[src/rtl/pps_mem_arbiter_if.sv]
// rtl/pps_mem_arbiter_if.sv - IF/MEM requester and SRAM signal bundle for pps_mem_arbiter
interface pps_mem_arbiter_if #(
  parameter int ADDR_W = 32
) ();
  logic              if_req;
  logic [ADDR_W-1:0] if_addr;
  logic [31:0]       if_inst;
  logic              if_ack;
  logic              dm_req;
  logic              dm_we;
  logic [3:0]        dm_bwe;
  logic [ADDR_W-1:0] dm_addr;
  logic [31:0]       dm_wdata;
  logic [31:0]       dm_rdata;
  logic              dm_ack;
  logic              stall;
  logic              sram_ce;
  logic              sram_oe;
  logic [3:0]        sram_bwe;
  logic [ADDR_W-1:0] sram_addr;
  logic [31:0]       sram_wdata;
  logic [31:0]       sram_rdata;

  modport master (
    output if_req, if_addr, dm_req, dm_we, dm_bwe, dm_addr, dm_wdata, sram_rdata,
    input  if_inst, if_ack, dm_rdata, dm_ack, stall,
    input  sram_ce, sram_oe, sram_bwe, sram_addr, sram_wdata
  );

  modport slave (
    input  if_req, if_addr, dm_req, dm_we, dm_bwe, dm_addr, dm_wdata, sram_rdata,
    output if_inst, if_ack, dm_rdata, dm_ack, stall,
    output sram_ce, sram_oe, sram_bwe, sram_addr, sram_wdata
  );
endinterface

[src/rtl/pps_mem_arbiter.sv]
// rtl/pps_mem_arbiter.sv - round-robin IF/MEM arbiter for one single-ported synchronous SRAM
// Optional performance counters enabled by defining PPS_MEM_ARB_PERF_EN.
module pps_mem_arbiter #(
  parameter int WAIT_STATES = 1,
  parameter int ADDR_W      = 32
) (
  input  logic                 clk,
  input  logic                 rst,
  pps_mem_arbiter_if.slave     bus
`ifdef PPS_MEM_ARB_PERF_EN
  ,
  output logic [31:0]          perf_stall_cnt,
  output logic [31:0]          perf_conflict_cnt
`endif
);

  generate
    if (WAIT_STATES < 0 || WAIT_STATES > 15) begin : g_bad_wait_states
      $error("pps_mem_arbiter: WAIT_STATES must be in 0..15");
    end
  endgenerate

  localparam logic [3:0] WS_LOAD = 4'(WAIT_STATES);

  typedef enum logic [1:0] {S_IDLE, S_DATA, S_INST, S_DONE} state_t;
  typedef enum logic {G_INST, G_DATA} grant_t;

  state_t            r_state;
  state_t            w_state_nxt;
  grant_t            r_last_grant;
  logic [3:0]        r_cnt;
  logic [ADDR_W-1:0] r_addr;
  logic [31:0]       r_wdata;
  logic [3:0]        r_bwe;
  logic              r_we;
  logic [31:0]       r_if_inst;
  logic [31:0]       r_dm_rdata;

  logic              w_grant_data;
  logic              w_grant_inst;
  logic              w_capture;
  logic              w_sram_ce;
  logic              w_sram_oe;
  logic [3:0]        w_sram_bwe;
  logic [ADDR_W-1:0] w_sram_addr;
  logic [31:0]       w_sram_wdata;
  logic              w_if_ack;
  logic              w_dm_ack;
  logic              w_stall;

  always_comb begin
    w_state_nxt  = r_state;
    w_grant_data = 1'b0;
    w_grant_inst = 1'b0;
    w_capture    = 1'b0;
    w_sram_ce    = 1'b0;
    w_sram_oe    = 1'b0;
    w_sram_bwe   = 4'b0000;
    w_sram_addr  = '0;
    w_sram_wdata = 32'h0;
    w_if_ack     = 1'b0;
    w_dm_ack     = 1'b0;
    case (r_state)
      S_IDLE: begin
        // DATA yields to INST only when DATA held the previous grant
        if (bus.dm_req && (!bus.if_req || r_last_grant == G_INST)) begin
          w_grant_data = 1'b1;
          w_state_nxt  = S_DATA;
        end else if (bus.if_req) begin
          w_grant_inst = 1'b1;
          w_state_nxt  = S_INST;
        end
      end
      S_DATA, S_INST: begin
        w_sram_ce   = 1'b1;
        w_sram_addr = r_addr;
        if (r_we) begin
          w_sram_bwe   = r_bwe;
          w_sram_wdata = r_wdata;
        end else begin
          w_sram_oe = 1'b1;
        end
        if (r_cnt == 4'd0) begin
          w_capture   = 1'b1;
          w_state_nxt = S_DONE;
        end
      end
      S_DONE: begin
        w_state_nxt = S_IDLE;
        w_if_ack    = ~rst & (r_last_grant == G_INST);
        w_dm_ack    = ~rst & (r_last_grant == G_DATA);
      end
      default: w_state_nxt = S_IDLE;
    endcase
  end

  assign w_stall = ~rst & ((bus.if_req & ~w_if_ack) | (bus.dm_req & ~w_dm_ack));

  always_ff @(posedge clk) begin
    if (rst) begin
      r_state      <= S_IDLE;
      r_last_grant <= G_INST;
      r_cnt        <= 4'd0;
      r_addr       <= '0;
      r_wdata      <= 32'h0;
      r_bwe        <= 4'b0000;
      r_we         <= 1'b0;
      r_if_inst    <= 32'h0;
      r_dm_rdata   <= 32'h0;
    end else begin
      r_state <= w_state_nxt;
      if (w_grant_data) begin
        r_last_grant <= G_DATA;
        r_addr       <= bus.dm_addr;
        r_wdata      <= bus.dm_wdata;
        r_bwe        <= bus.dm_bwe;
        r_we         <= bus.dm_we;
        r_cnt        <= WS_LOAD;
      end else if (w_grant_inst) begin
        r_last_grant <= G_INST;
        r_addr       <= bus.if_addr;
        r_wdata      <= 32'h0;
        r_bwe        <= 4'b0000;
        r_we         <= 1'b0;
        r_cnt        <= WS_LOAD;
      end else if (r_cnt != 4'd0) begin
        r_cnt <= r_cnt - 4'd1;
      end
      if (w_capture && r_state == S_INST) begin
        r_if_inst <= bus.sram_rdata;
      end
      if (w_capture && r_state == S_DATA && !r_we) begin
        r_dm_rdata <= bus.sram_rdata;
      end
    end
  end

`ifdef PPS_MEM_ARB_PERF_EN
  always_ff @(posedge clk) begin
    if (rst) begin
      perf_stall_cnt    <= 32'h0;
      perf_conflict_cnt <= 32'h0;
    end else begin
      if (w_stall) begin
        perf_stall_cnt <= perf_stall_cnt + 32'd1;
      end
      if (r_state == S_IDLE && bus.if_req && bus.dm_req) begin
        perf_conflict_cnt <= perf_conflict_cnt + 32'd1;
      end
    end
  end
`endif

  assign bus.if_inst    = r_if_inst;
  assign bus.dm_rdata   = r_dm_rdata;
  assign bus.if_ack     = w_if_ack;
  assign bus.dm_ack     = w_dm_ack;
  assign bus.stall      = w_stall;
  assign bus.sram_ce    = w_sram_ce;
  assign bus.sram_oe    = w_sram_oe;
  assign bus.sram_bwe   = w_sram_bwe;
  assign bus.sram_addr  = w_sram_addr;
  assign bus.sram_wdata = w_sram_wdata;

endmodule
[src/flat_wrapper.sv]
// flat-port wrapper written by rule: the top's interface ports become plain ports
module pps_mem_arbiter_flat 
#(
  parameter int WAIT_STATES = 1,
  parameter int ADDR_W      = 32
)
  (clk, rst, bus_if_req, bus_if_addr, bus_dm_req, bus_dm_we, bus_dm_bwe, bus_dm_addr, bus_dm_wdata, bus_sram_rdata, bus_if_inst, bus_if_ack, bus_dm_rdata, bus_dm_ack, bus_stall, bus_sram_ce, bus_sram_oe, bus_sram_bwe, bus_sram_addr, bus_sram_wdata);
  pps_mem_arbiter_if #(.ADDR_W(ADDR_W)) bus_i ();
  input  logic clk;
  input  logic rst;
  input wire logic [$bits(bus_i.if_req)-1:0] bus_if_req;
  input wire logic [$bits(bus_i.if_addr)-1:0] bus_if_addr;
  input wire logic [$bits(bus_i.dm_req)-1:0] bus_dm_req;
  input wire logic [$bits(bus_i.dm_we)-1:0] bus_dm_we;
  input wire logic [$bits(bus_i.dm_bwe)-1:0] bus_dm_bwe;
  input wire logic [$bits(bus_i.dm_addr)-1:0] bus_dm_addr;
  input wire logic [$bits(bus_i.dm_wdata)-1:0] bus_dm_wdata;
  input wire logic [$bits(bus_i.sram_rdata)-1:0] bus_sram_rdata;
  output wire logic [$bits(bus_i.if_inst)-1:0] bus_if_inst;
  output wire logic [$bits(bus_i.if_ack)-1:0] bus_if_ack;
  output wire logic [$bits(bus_i.dm_rdata)-1:0] bus_dm_rdata;
  output wire logic [$bits(bus_i.dm_ack)-1:0] bus_dm_ack;
  output wire logic [$bits(bus_i.stall)-1:0] bus_stall;
  output wire logic [$bits(bus_i.sram_ce)-1:0] bus_sram_ce;
  output wire logic [$bits(bus_i.sram_oe)-1:0] bus_sram_oe;
  output wire logic [$bits(bus_i.sram_bwe)-1:0] bus_sram_bwe;
  output wire logic [$bits(bus_i.sram_addr)-1:0] bus_sram_addr;
  output wire logic [$bits(bus_i.sram_wdata)-1:0] bus_sram_wdata;
  assign bus_i.if_req = bus_if_req;
  assign bus_i.if_addr = bus_if_addr;
  assign bus_i.dm_req = bus_dm_req;
  assign bus_i.dm_we = bus_dm_we;
  assign bus_i.dm_bwe = bus_dm_bwe;
  assign bus_i.dm_addr = bus_dm_addr;
  assign bus_i.dm_wdata = bus_dm_wdata;
  assign bus_i.sram_rdata = bus_sram_rdata;
  assign bus_if_inst = bus_i.if_inst;
  assign bus_if_ack = bus_i.if_ack;
  assign bus_dm_rdata = bus_i.dm_rdata;
  assign bus_dm_ack = bus_i.dm_ack;
  assign bus_stall = bus_i.stall;
  assign bus_sram_ce = bus_i.sram_ce;
  assign bus_sram_oe = bus_i.sram_oe;
  assign bus_sram_bwe = bus_i.sram_bwe;
  assign bus_sram_addr = bus_i.sram_addr;
  assign bus_sram_wdata = bus_i.sram_wdata;
  pps_mem_arbiter #(.WAIT_STATES(WAIT_STATES), .ADDR_W(ADDR_W)) u_core (.clk(clk), .rst(rst), .bus(bus_i));
endmodule
[config.mk]
export PLATFORM = sky130hd
export DESIGN_NAME = pps_mem_arbiter_flat
export DESIGN_NICKNAME = d
export VERILOG_FILES = /design/src/rtl/pps_mem_arbiter_if.sv /design/src/rtl/pps_mem_arbiter.sv /design/src/flat_wrapper.sv
export SDC_FILE = /design/constraint.sdc
export NUM_CORES = 1
export LEC_CHECK = 0
export BUFFER_PORTS_ARGS = -buffer_cell sky130_fd_sc_hd__buf_2
export CAP_MARGIN = 15
export CORE_UTILIZATION = 42
export CTS_CLUSTER_SIZE = 20
export DETAILED_ROUTE_END_ITERATION = 6
export PLACE_DENSITY = 0.83
export SLEW_MARGIN = 10
export SYNTH_ARGS = -nofsm -noshare
export SYNTH_HDL_FRONTEND = slang
export SYNTH_SLANG_ARGS = --single-unit
[constraint.sdc]
create_clock -name clk -period 1.9 [get_ports clk]
set_clock_uncertainty 0.05 [all_clocks]
set_input_delay 0.475 -clock clk [delete_from_list [all_inputs] [get_ports clk]]
set_output_delay 0.475 -clock clk [all_outputs]
set_load 0.01 [all_outputs]
==> flow_summary.toml <==
[outcome]
outcome = "complete, but fails checks"
violations = "setup timing"

[routing]
vias = 5546
drt-initial-drc-count = 343
wire_per_inst_um = 14.4
dr.pass1.iters = 4
postRouteAntennaNets = 0
drc = 0
viasPerCell = 5.07
finalWirelength_um = 15800

[sta]
holdWs_ns = 0.225
setup_violations = 73
final.min_clock_period_ns = 2.15
max_slew.worst_pin.slew_ns = 0.840
report.final.slew_viol_count = 0
hold_viol = 0
fmax_ghz = 0.466
rsz0062_at_grt = "yes"
period_share_pct = 113
slew_headroom_pct = 44.0
layout_setup_ws_ns = -0.248

[setup_path]
crit_buf_inv = 3
path_cells = "inv_2 -> ha_4 -> buf_12 -> and3_1 -> buf_2"
cp.required_ns = 1.37
crit_start = "u_core.r_state[0]"
crit_path_max_fanout = 23
ff2ff_setup_slack_ns = 0.04
crit_slowest_cell = "dfxtp_2"
cp-end-kind = "output pin"
slowest_delay_ns = 0.34
cp.arrival_ns = 1.62
crit_family = "flip-flops"
critical_path_class = "reg2out"
r2r_start = "u_core.r_cnt[1]"
start_kind = "flip-flop"

[grt]
track_usage_pct = 22.1
antenna_found_initial = 0
grt_overflow_total = 0
grt_first_pass_wirelength_um = 24800
grt_pass1_vias = 5200
grt_max_degree = 65

[synth]
ys.warnings.count = 0
synth-edff-count = 0
syn_area_um2 = 5670
synth_top_family_by_area = "simple AND/OR/NAND/NOR gates"
synth-simple-area-share_pct = 21.4
syn_inst = 637
ys_seq_elements = 140
synth_flop_cell = "dfxtp_1"
yosysSeqAreaShare_pct = 49.4
synth_compound_area_share_pct = 17.6
synthAdderAreaFrac_pct = 1.32
synth_area_per_cell_um2 = 8.91
synth.distinct_cells = 36
syn_nets = 780
synth-xor-area-share_pct = 0.154
ys_async_sr_fraction_pct = 0
synthMuxAreaShare_pct = 5.65

[place]
port_buffers = 273
pre_cts_slack_ns = 0.0686
place.gp.congestion = 0.806
place_hpwl_um = 10800

[clock_tree]
clock_latency_ns = 0.41
postCtsHoldBufs = 0
clockBufferDepth = 2
cts_buffers = 17
cts_sinks = 140
path_clk_slew_ns = 0.06
cts_tree = "yes"
cts-root-buf = "clkbuf_16"
h-tree-depth = 4

[cells_and_area]
drive_gt1_share_pct = 41.6
antenna_cells = 0
fillers = 1103
syn2layout_area_growth_pct = 42.8
fin_nets = 1049

[die]
die-width_um = 118
dieArea_um2 = 14000
io_pins = 274
core_um2 = 13200
die_y_um = 118
start_util_pct = 43.0
row_count = 42

[power_and_ir_drop]
p_leak_nw = 3.97
ir_worst_vdd_mv = 0.747
power.density_nw_per_um2 = 1310

[worst_hold_path]
worstHoldPathType = "in2reg"
hp-start = "bus_dm_wdata[29]"

[flow_run]
maxCapViolCount = 0
==> path summary, 6_finish.rpt <==
kind,to,cells after the start
hold / removal,u_core.r_wdata[29],2
setup reg to reg,u_core.bus.dm_rdata[30],8
hold reg to reg,u_core.r_addr[7],2
setup / recovery,bus_sram_wdata[24],5
==> per-stage QoR <==
stage | power [W] | utilization, % | cells | area, um2 | TNS (ns)
6_report | 0.0106 | 61.4 | 1094 | 8100 | -14.36
5_1_grt | 0.0112 | 61.4 | 1094 | 8100 | -19.33
4_1_cts | 0.0105 | 60.2 | 1087 | 7940 | -15.95
3_5_place_dp | 0.00717 | 55.4 | 1055 | 7310 | 0
3_3_place_gp | 0.00707 | 55.4 | 1055 | 7310 | 0
2_1_floorplan | 0.00592 | - | 637 | 5680 | -0.129
==> routing by layer <==
layer | global-route usage [%] | up-vias | routed length (um) | share of wire [%]
met5 | 0 | - | 0 | 0
met4 | 10.3 | 0 | 487 | 3.1
met3 | 6.27 | 39 | 1050 | 6.6
met2 | 37.6 | 257 | 7740 | 49
met1 | 25.6 | 2550 | 6520 | 41
li1 | - | 2700 | - | -
==> kinds of logic after synthesis <==
group,count (synthesis)
DFF,140
AOI/OAI and AO/OA,145
adders and majority gates,6
buffers and inverters,56
and+or+nand+nor,257
muxes,32
xor gates and xnor gates,1
==> synth_stat cells, drive strengths merged (2+ instances only) <==
master | number | share of area, %
nor2b | 2 | 0.22
nor3 | 2 | 0.18
buf | 17 | 1.9
ha | 6 | 1.3
clkbuf | 34 | 2.2
nor3b | 4 | 0.82
a22o | 37 | 5.7
nand3b | 2 | 0.26
nand2b | 3 | 0.33
nand3 | 2 | 0.18
inv | 5 | 0.33
o21ai | 34 | 3.0
nor2 | 3 | 0.20
a21oi | 68 | 8.1
and3 | 38 | 4.2
mux2i | 32 | 5.6
nand2 | 165 | 11
and2 | 32 | 3.5
dfxtp | 140 | 49
==> where the power goes <==
group	switching, W	internal, W	leakage [nW]	total (W)
Clock	0.00123	0.00187	0.262	0.00310
Combinational	0.00192	0.00168	2.56	0.00360
Sequential	0.000347	0.00356	1.14	0.00391
==> cell type report <==
class,instances,area (um2),area share [%]
sequential,140,2810,34.6
multi-input combinational,441,2700,33.4
timing repair buffer,301,1790,22.1
clock buffer,23,508,6.27
tap,176,220,2.72
clock inverter,8,58.8,0.726
inverter,5,18.8,0.232
==> sequential cells by signal, indices dropped and copies added (netlist names) <==
name and flops:
u_core.r_cnt 4, u_core.r_last_grant 1, u_core.r_we 1, u_core.r_wdata 32, u_core.bus.dm_rdata 32, u_core.r_addr 32, u_core.bus.if_inst 32, u_core.r_state 2
u_core.r_bwe 4
==> cells in the final DEF (no fill, tap or decap), drive strengths merged, types with 2 or more instances in the layout <==
master	count
nand2b	3
dfxtp	140
o21ai	34
nor2	3
nand3b	2
clkinvlp	6
a22o	37
clkbuf	25
and2	32
ha	6
a21oi	68
and3	38
nor3b	4
inv	6
nand3	2
nor2b	2
nand2	165
buf	299
nor3	2
mux2i	32
==> what timing repair did <==
item	in CTS	in global routing
endpoints found under the setup margin	73	104
gates resized for setup	12	15
buffers inserted	0	5
pin swaps	2	5
gates cloned	1	2
==> worst reg2reg max path: stages, from the launching register on <==
cell and delay [ns]:
dfxtp_1 0.32, inv_1 0.12, ha_4 0.16, or3b_4 0.42, nor3b_4 0.20, buf_6 0.15, clkbuf_16 0.18, nand2_1 0.08
a21oi_2 0.11
Note: power is estimated with default switching activity, not from simulation.
